==> config.mk <==
export PLATFORM = sky130hd
export DESIGN_NAME = baud_tick_gen_flat
export DESIGN_NICKNAME = d
export VERILOG_FILES = /design/src/rtl/baud_tick_gen_if.sv /design/src/rtl/baud_tick_gen.sv /design/src/flat_wrapper.sv
export SDC_FILE = /design/constraint.sdc
export NUM_CORES = 1
export LEC_CHECK = 0
export CAP_MARGIN = 0
export CORE_MARGIN = 4
export CORE_UTILIZATION = 53
export DETAILED_ROUTE_END_ITERATION = 10
export PLACE_DENSITY = 0.76
export SLEW_MARGIN = 20
export SYNTH_ARGS = -nofsm -noshare
export SYNTH_HDL_FRONTEND = slang
export SYNTH_SLANG_ARGS = --single-unit
==> constraint.sdc <==
create_clock -name clk -period 3.15 [get_ports clk]
set_clock_uncertainty 0.15 [all_clocks]
set_input_delay 0.63 -clock clk [delete_from_list [all_inputs] [get_ports clk]]
set_output_delay 0.63 -clock clk [all_outputs]
set_load 0.01 [all_outputs]
==> src/rtl/baud_tick_gen_if.sv <==
// rtl/baud_tick_gen_if.sv - divisor configuration handshake for baud_tick_gen
interface baud_tick_gen_if #(
    parameter int unsigned DIV_W  = 16,
    parameter int unsigned FRAC_W = 8
);
    logic              cfg_valid;
    logic              cfg_ready;
    logic [DIV_W-1:0]  cfg_int;
    logic [FRAC_W-1:0] cfg_frac;
    logic              cfg_err;

    // Source offering a new divisor
    modport master (
        output cfg_valid,
        output cfg_int,
        output cfg_frac,
        input  cfg_ready,
        input  cfg_err
    );

    // Generator accepting the divisor
    modport slave (
        input  cfg_valid,
        input  cfg_int,
        input  cfg_frac,
        output cfg_ready,
        output cfg_err
    );
endinterface

==> src/rtl/baud_tick_gen.sv <==
// rtl/baud_tick_gen.sv - fractional-N baud generator with oversample, bit and square-wave outputs
module baud_tick_gen #(
    parameter int unsigned CLKF   = 50000000,
    parameter int unsigned BR     = 115200,
    parameter int unsigned OVS    = 16,
    parameter int unsigned DIV_W  = 16,
    parameter int unsigned FRAC_W = 8
) (
    input  logic           clk,
    input  logic           reset_n,
    input  logic           en,
    input  logic           resync,
    baud_tick_gen_if.slave cfg,
    output logic           rx_tick,
    output logic           tx_tick,
    output logic           bclk
);

    // Reset divisor: round(CLKF * 2^FRAC_W / (BR * OVS)), computed in 64 bits
    localparam longint unsigned NUM     = 64'(CLKF) << FRAC_W;
    localparam longint unsigned DEN_RAW = 64'(BR) * 64'(OVS);
    localparam longint unsigned DEN     = (DEN_RAW == 64'd0) ? 64'd1 : DEN_RAW;
    localparam longint unsigned D       = (NUM + DEN / 64'd2) / DEN;
    localparam longint unsigned D_INT   = D >> FRAC_W;

    localparam logic [DIV_W-1:0]  RST_INT  = DIV_W'(D_INT);
    localparam logic [FRAC_W-1:0] RST_FRAC = FRAC_W'(D);

    localparam int unsigned       OS_W    = (OVS > 1) ? $clog2(OVS) : 1;
    localparam logic [OS_W-1:0]   OS_LAST = OS_W'(OVS - 1);
    localparam logic [OS_W-1:0]   OS_HALF = OS_W'(OVS / 2 - 1);
    localparam logic [DIV_W:0]    P_ONE   = (DIV_W + 1)'(1);
    localparam logic [DIV_W-1:0]  INT_MIN = DIV_W'(2);

    generate
        if (BR == 0 || CLKF == 0 || OVS < 2 || (OVS % 2) != 0 ||
            D_INT < 64'd2 || D_INT >= (64'd1 << DIV_W)) begin : g_bad_params
            $fatal(1, "baud_tick_gen: invalid CLKF/BR/OVS/DIV_W combination");
        end
    endgenerate

    logic [DIV_W-1:0]  cnt;
    logic [FRAC_W-1:0] acc;
    logic              carry;
    logic [OS_W-1:0]   os_cnt;
    logic [DIV_W-1:0]  div_int;
    logic [FRAC_W-1:0] div_frac;
    logic [DIV_W-1:0]  pend_int;
    logic [FRAC_W-1:0] pend_frac;
    logic              pending;

    logic [DIV_W:0]    period;
    logic [FRAC_W:0]   acc_sum;
    logic              clear_phase;
    logic              tick_ev;
    logic              tx_ev;
    logic              cfg_fire;
    logic              cfg_bad;
    logic              apply;

    // Current period stretches by one clock whenever the fraction accumulator overflowed
    assign period      = {1'b0, div_int} + {{DIV_W{1'b0}}, carry};
    assign acc_sum     = {1'b0, acc} + {1'b0, div_frac};
    // resync shares the en-low clear and wins over a coincident tick
    assign clear_phase = !en || resync;
    assign tick_ev     = !clear_phase && ({1'b0, cnt} == (period - P_ONE));
    assign tx_ev       = tick_ev && (os_cnt == OS_LAST);
    assign cfg_fire    = cfg.cfg_valid && cfg.cfg_ready;
    assign cfg_bad     = cfg.cfg_int < INT_MIN;
    // A pending divisor lands on a bit boundary while running, or at once while idle/resyncing
    assign apply       = pending && (clear_phase || tx_ev);

    // Clock counter, fractional accumulator and oversample position
    always_ff @(posedge clk or negedge reset_n) begin
        if (!reset_n) begin
            cnt    <= '0;
            acc    <= '0;
            carry  <= 1'b0;
            os_cnt <= '0;
        end else if (clear_phase) begin
            cnt    <= '0;
            acc    <= '0;
            carry  <= 1'b0;
            os_cnt <= '0;
        end else if (tick_ev) begin
            cnt            <= '0;
            {carry, acc}   <= acc_sum;
            os_cnt         <= (os_cnt == OS_LAST) ? '0 : os_cnt + OS_W'(1);
        end else begin
            cnt <= cnt + DIV_W'(1);
        end
    end

    // Registered strobes and the square wave, high for the first half of each bit
    always_ff @(posedge clk or negedge reset_n) begin
        if (!reset_n) begin
            rx_tick <= 1'b0;
            tx_tick <= 1'b0;
            bclk    <= 1'b0;
        end else begin
            rx_tick <= tick_ev;
            tx_tick <= tx_ev;
            if (clear_phase) begin
                bclk <= 1'b0;
            end else if (tx_ev) begin
                bclk <= 1'b1;
            end else if (tick_ev && (os_cnt == OS_HALF)) begin
                bclk <= 1'b0;
            end
        end
    end

    // Config slot: reject tiny divisors, hold one pending divisor until its apply point
    always_ff @(posedge clk or negedge reset_n) begin
        if (!reset_n) begin
            div_int   <= RST_INT;
            div_frac  <= RST_FRAC;
            pend_int  <= '0;
            pend_frac <= '0;
            pending   <= 1'b0;
            cfg.cfg_ready <= 1'b1;
            cfg.cfg_err   <= 1'b0;
        end else begin
            cfg.cfg_err <= cfg_fire && cfg_bad;
            if (apply) begin
                div_int       <= pend_int;
                div_frac      <= pend_frac;
                pending       <= 1'b0;
                cfg.cfg_ready <= 1'b1;
            end else if (cfg_fire && !cfg_bad) begin
                pend_int      <= cfg.cfg_int;
                pend_frac     <= cfg.cfg_frac;
                pending       <= 1'b1;
                cfg.cfg_ready <= 1'b0;
            end
        end
    end

    a_cnt_in_period: assert property (@(posedge clk) disable iff (!reset_n)
        ({1'b0, cnt} < period));

endmodule

==> src/flat_wrapper.sv <==
// flat-port wrapper written by rule: the top's interface ports become plain ports
module baud_tick_gen_flat 
#(
    parameter int unsigned CLKF   = 50000000,
    parameter int unsigned BR     = 115200,
    parameter int unsigned OVS    = 16,
    parameter int unsigned DIV_W  = 16,
    parameter int unsigned FRAC_W = 8
)
  (clk, reset_n, en, resync, rx_tick, tx_tick, bclk, cfg_cfg_valid, cfg_cfg_int, cfg_cfg_frac, cfg_cfg_ready, cfg_cfg_err);
  baud_tick_gen_if #(.DIV_W(DIV_W), .FRAC_W(FRAC_W)) cfg_i ();
  input  logic clk;
  input  logic reset_n;
  input  logic en;
  input  logic resync;
  output logic rx_tick;
  output logic tx_tick;
  output logic bclk;
  input wire logic [$bits(cfg_i.cfg_valid)-1:0] cfg_cfg_valid;
  input wire logic [$bits(cfg_i.cfg_int)-1:0] cfg_cfg_int;
  input wire logic [$bits(cfg_i.cfg_frac)-1:0] cfg_cfg_frac;
  output wire logic [$bits(cfg_i.cfg_ready)-1:0] cfg_cfg_ready;
  output wire logic [$bits(cfg_i.cfg_err)-1:0] cfg_cfg_err;
  assign cfg_i.cfg_valid = cfg_cfg_valid;
  assign cfg_i.cfg_int = cfg_cfg_int;
  assign cfg_i.cfg_frac = cfg_cfg_frac;
  assign cfg_cfg_ready = cfg_i.cfg_ready;
  assign cfg_cfg_err = cfg_i.cfg_err;
  baud_tick_gen #(.CLKF(CLKF), .BR(BR), .OVS(OVS), .DIV_W(DIV_W), .FRAC_W(FRAC_W)) u_core (.clk(clk), .reset_n(reset_n), .en(en), .resync(resync), .cfg(cfg_i), .rx_tick(rx_tick), .tx_tick(tx_tick), .bclk(bclk));
endmodule
* Yosys cells after proc, flatten, opt, wreduce, memory -nomap -nowiden
Index checks and enable logic that the tools add are counted.
** Storage, ports and cells
- Register bits :: 83
- Input bits :: 29
- Output and inout port bits :: 5
- Logic and storage cells :: 56
** Operators by class
- Add/subtract/negate cells :: 5
- Magnitude comparators :: 1
- Equality and inequality tests :: 3
- Multiplexer cells :: 16
- Bitwise gates (word level) :: 1
- Reductions and logical operators :: 16
** Operators by type and width (number)
- $mux 16 :: 2
- $add 16x1->17 :: 1
- $eq 16x17->1 :: 1
- $sub 17x1->17 const B :: 1
- $add 16x1->16 const B :: 1
- $lt 16x2->1 const B :: 1
- $mux 8 :: 2
- $mux 4 :: 3
- $add 8x8->9 :: 1
- $mux 1 :: 9
- $logic_and 1x1->1 :: 7
- $add 4x1->4 const B :: 1
- $eq 4x3->1 const B :: 1
- $eq 4x4->1 const B :: 1
- $reduce_bool 2->1 :: 2
- $logic_not 1->1 :: 3
- $reduce_bool 3->1 :: 1
- $logic_or 1x1->1 :: 2
- $reduce_and 2->1 :: 1
- $not 1->1 :: 1

* Depth between registers and ports, before layout
- Depth in word-level cells :: 9
- Mapped depth :: 14
- Gate-level depth less buffers :: 11

* Least setup slack after synthesis
Ideal clock, no wire load.
- Kind :: reg2reg
- Start :: register u_core.div_int[0]
- End :: register u_core.div_frac[0]
- Setup time :: 128 ps
- Data arrival time :: 3163 ps
- Data required time :: 2872 ps
- Setup slack :: -290 ps
- Stages on the path, launching flop included :: 14
- Path buffers :: 2
- Clock period less this slack :: 3440 ps
- Cell sequence :: dfstp_2 inv_1 ha_1 ha_1 buf_2 nor4b_1 a21oi_1 nor2_1 o41a_1 a2111oi_4 nand3b_2 o31ai_4 buf_4 mux2_1
** Between the ends
- Word-level cells in the longest chain between the ends :: 7
** Ends and longest elaborated chain
- from (decl) :: line baud_tick_gen.sv:46 : logic [DIV_W-1:0] div_int;
- from (signal assigned) :: line baud_tick_gen.sv:126 : div_int <= pend_int;
- $add 16x1->17 :: line baud_tick_gen.sv:62 : assign period = {1'b0, div_int} + {{DIV_W{1'b0}}, carry};
- $sub 17x1->17 :: line baud_tick_gen.sv:66 : assign tick_ev = !clear_phase && ({1'b0, cnt} == (period - P_ONE));
- $eq 16x17->1 :: line baud_tick_gen.sv:66
- $logic_and 1x1->1 :: line baud_tick_gen.sv:66
- $logic_and 1x1->1 :: line baud_tick_gen.sv:67 : assign tx_ev = tick_ev && (os_cnt == OS_LAST);
- $logic_or 1x1->1 :: line baud_tick_gen.sv:71 : assign apply = pending && (clear_phase || tx_ev);
- $logic_and 1x1->1 :: line baud_tick_gen.sv:71
- to (signal assigned) :: line baud_tick_gen.sv:127 : div_frac <= pend_frac;
- to (decl) :: line baud_tick_gen.sv:47 : logic [FRAC_W-1:0] div_frac;
No other way between the ends.
A chain may end at the register's enable or synchronous reset.

* Final worst setup path
- Start :: register u_core.div_int[0]
- End :: register u_core.pend_int[13]
** Between the ends
- Word-level cells in the longest chain between the ends :: 9
** Ends and longest elaborated chain
- $add 16x1->17 :: line baud_tick_gen.sv:62
- $sub 17x1->17 :: line baud_tick_gen.sv:66
- $eq 16x17->1 :: line baud_tick_gen.sv:66
- $logic_and 1x1->1 :: line baud_tick_gen.sv:66
- $logic_and 1x1->1 :: line baud_tick_gen.sv:67
- $logic_or 1x1->1 :: line baud_tick_gen.sv:71
- $logic_and 1x1->1 :: line baud_tick_gen.sv:71
- $not 1->1 (no source line)
- $reduce_and 2->1 (no source line)
- to (signal assigned) :: line baud_tick_gen.sv:131 : pend_int <= cfg.cfg_int;
- to (decl) :: line baud_tick_gen.sv:48 : logic [DIV_W-1:0] pend_int;
No other way between the ends.

==> results.py <==
metrics = {
    "grt": {
        "grt_usage": 0.226,
        "grt_first_pass_wirelength_mm": 18.6,
        "antenna_found_initial": 0,
        "grt_overflow_total": 0,
        "grt_pass1_vias": 3826,
        "grt_start_max_net_pins": 84,
    },
    "status": {
        "violations": "design-rule violations, negative setup slack",
        "outcome": "finished with violations",
    },
    "sta": {
        "fin_ws_ns": -0.169,
        "maxSlewViolCount": 0,
        "hold_viol": 0,
        "final-setup-viol-count": 48,
        "worstMarginPinSlew_ns": 0.749,
        "fin_crit_ns": 3.32,
        "fmax_ghz": 0.301,
        "rsz0062_at_grt": "true",
        "fin_crit_sh": 1.05,
        "maxSlewHeadroom": 0.501,
    },
    "clock_tree": {
        "clock_latency_ns": 0.36,
        "cts.sink_count": 83,
        "tritoncts": "built",
        "cts_hold_buf": 0,
        "cts.clk_slew.worst_paths_ns": 0.09,
        "cts_buffers": 9,
        "root_buffer": "clkbuf_8",
        "htreeDepth": 3,
        "clk_path_buf_depth": 2,
    },
    "floorplanning": {
        "die_area_sq_um": 10400,
        "die_h_microns": 102,
        "start_util": 0.541,
        "io_pins": 34,
        "die_w_microns": 102,
        "rows": 34,
        "core-area_sq_um": 8680,
    },
    "worst_setup_path": {
        "start_kind": "register",
        "end_kind": "register",
        "crit_slowest_cell": "dfstp_2",
        "worst_ep_arrival_time_ns": 3.45,
        "crit_path_frequent_cell": "ha_4",
        "criticalPathCategory": "reg -> reg",
        "slowest_delay_ns": 0.54,
        "cp_cell_sequence": "inv_2, ha_4, ha_4, xnor2_1, nor2_1, and4b_1, o211ai_1, nor4bb_4, buf_4, nand3b_4, o31ai_4, buf_6, buf_12, buf_8, a221o_1",
        "cp.required_ns": 3.29,
        "cp_max_fo": 14,
    },
    "run": {
        "maxCapViolations": 0,
    },
    "synth": {
        "synth_area_sq_um": 4690,
        "synth.distinct_cells": 54,
        "synth_async_sr_flop_share": 1.00,
        "synth_nets": 513,
        "syn_avg_cell_area_sq_um": 9.96,
        "syn_inst": 471,
        "yosys_warnings": 0,
        "yosysSeqAreaShare": 0.444,
        "synth_edf_count": 0,
        "synth_ff_type": "dfrtp_1",
        "ys_ff_latch": 83,
    },
    "cells_and_area": {
        "final_nets": 584,
        "fin_cells": 655,
        "n_fill_cell": 638,
        "drive_gt1_frac": 0.229,
        "layout_commonest_cell": "dfrtp_1",
        "regArea_sq_um": 2080,
        "final_cell_mix": "dfrtp_1 (77), nand2_1 (64), nor2_1 (46)",
        "post-route-cell-area_sq_um": 6030,
        "area_growth_pct": 28.5,
        "multi_input_area_sq_um": 2670,
        "n_antenna_cell": 0,
    },
    "placement": {
        "dp_hpwl_mm": 7.54,
        "io_buffers": 33,
        "routabilityCongestion": 0.864,
        "placed_area_sq_um": 5390,
        "place_ws_ns": -0.101,
        "dp.cells": 619,
    },
    "drt": {
        "vias": 3986,
        "drcViolationCount": 1,
        "dr.first_iter.drc_count": 209,
        "drtPass1Iterations": 9,
        "ant_nets": 0,
        "viasPerCell": 6.09,
        "routed_wl_mm": 12.0,
        "wl_per_cell_microns": 18.3,
    },
    "power_and_ir_drop": {
        "peakVddDrop_uv": 508,
        "p_leak_uw": 0.00266,
        "power.total_uw": 4860,
        "powerDensity_nw_per_um2": 807,
    },
    "worst_hold_path": {
        "hold_class": "in -> async",
    },
}
==> kinds of logic (layout without fill, tap and decap cells) <==
kind of cell / after synthesis / after routing / share of synthesized area
flip-flops: 83 / 83 / 0.444
XOR/XNOR: 40 / 40 / 0.0747
AND/OR/NAND/NOR: 177 / 177 / 0.183
adder cells (fa/ha/maj): 13 / 13 / 0.0363
AO/OA/AOI/OAI: 88 / 88 / 0.142
multiplexers: 36 / 36 / 0.0835
buffers and inverters: 34 / 110 / 0.0357
==> metrics by stage <==
step | util | hold slack (ns) | TNS, ns
global placement | 0.621 | 0.334 | -0.454
global route | 0.694 | 0.214 | -12.69
detailed placement | 0.621 | 0.361 | -3.31
CTS | 0.665 | 0.332 | -0.897
finish | 0.694 | 0.112 | -4.86
floorplan | - | 0.184 | -2.84
==> synth_stat cells, types with 3 or more instances <==
cell type,number,share of area
nand2_1,65,0.052
buf_2,5,0.0053
xor2_1,20,0.037
clkbuf_1,16,0.013
o21ai_0,29,0.031
nor4_1,7,0.0093
a21oi_1,8,0.0085
xnor2_1,20,0.037
nor3_1,8,0.0085
buf_6,3,0.0072
mux2i_1,11,0.023
nand2b_1,4,0.0053
mux2_2,6,0.014
a221o_1,24,0.051
dfrtp_1,77,0.41
dfstp_2,6,0.034
nor2b_1,3,0.0040
mux2_1,19,0.046
buf_4,3,0.0048
nand3_1,16,0.017
nand4_1,5,0.0067
ha_1,12,0.032
a21o_1,5,0.0080
and3_1,7,0.0093
nor2_1,46,0.037
inv_1,7,0.0056
a31oi_1,3,0.0040
==> layout make-up <==
class                      instances  area share
tap                              108      0.0224
clock buffer                      10      0.0212
sequential                        83       0.346
inverter                           7     0.00436
timing repair buffer              87       0.152
multi-input combinational        354       0.443
clock inverter                     6      0.0118
==> where the power goes <==
| part | internal, uW | switching (uW) | leakage, uW |
|---|---|---|---|
| logic | 1240 | 1010 | 0.00153 |
| registers | 1430 | 377 | 0.00104 |
| clock network | 375 | 423 | 0.0000939 |
==> what timing repair did <==
action	CTS	global route
endpoints found under the setup margin	62	73
cloned	3	4
gates resized for setup	22	31
pin swaps	1	10
setup buffers	7	8
==> registers in the layout, summed over array words and instances (netlist names), 4 cells and up <==
signal / flops
u_core.div_int: 16
u_core.cnt: 16
u_core.div_frac: 8
u_core.os_cnt: 4
u_core.pend_frac: 8
u_core.pend_int: 16
u_core.acc: 8
==> worst max-delay path: cells and delay by family (launching register included) <==
kind | cells | cell delay, ns
flops | 1 | 0.54
compound gates | 3 | 0.59
buf+inv | 5 | 0.69
fa+ha+maj | 2 | 0.39
xor+xnor | 1 | 0.12
simple gates | 4 | 0.76
==> final timing paths <==
kind / start / endpoint / slack, ns / cells past startpoint
worst max-delay path: u_core.div_int[0] / u_core.pend_int[13] / -0.17 / 15
worst min register to register: u_core.cfg.cfg_ready / u_core.cfg.cfg_err / 0.37 / 2
min in group clk: u_core.cfg.cfg_ready / u_core.cfg.cfg_err / 0.37 / 2
max in group asynchronous: reset_n / u_core.pend_int[3] / 2.18 / 1
worst min-delay path: reset_n / u_core.cnt[0] / 0.11 / 1
worst max register to register: u_core.div_int[0] / u_core.pend_int[13] / -0.17 / 15
==> per-layer routing <==
layer / routed length (microns) / GRT usage / vias up
met5: 0 / 0 / -
met4: 268 / 0.0727 / 0
met2: 5780 / 0.357 / 133
met3: 587 / 0.0430 / 29
li1: - / - / 1826
met1: 5320 / 0.316 / 1998
(Power assumes the default switching activity.)
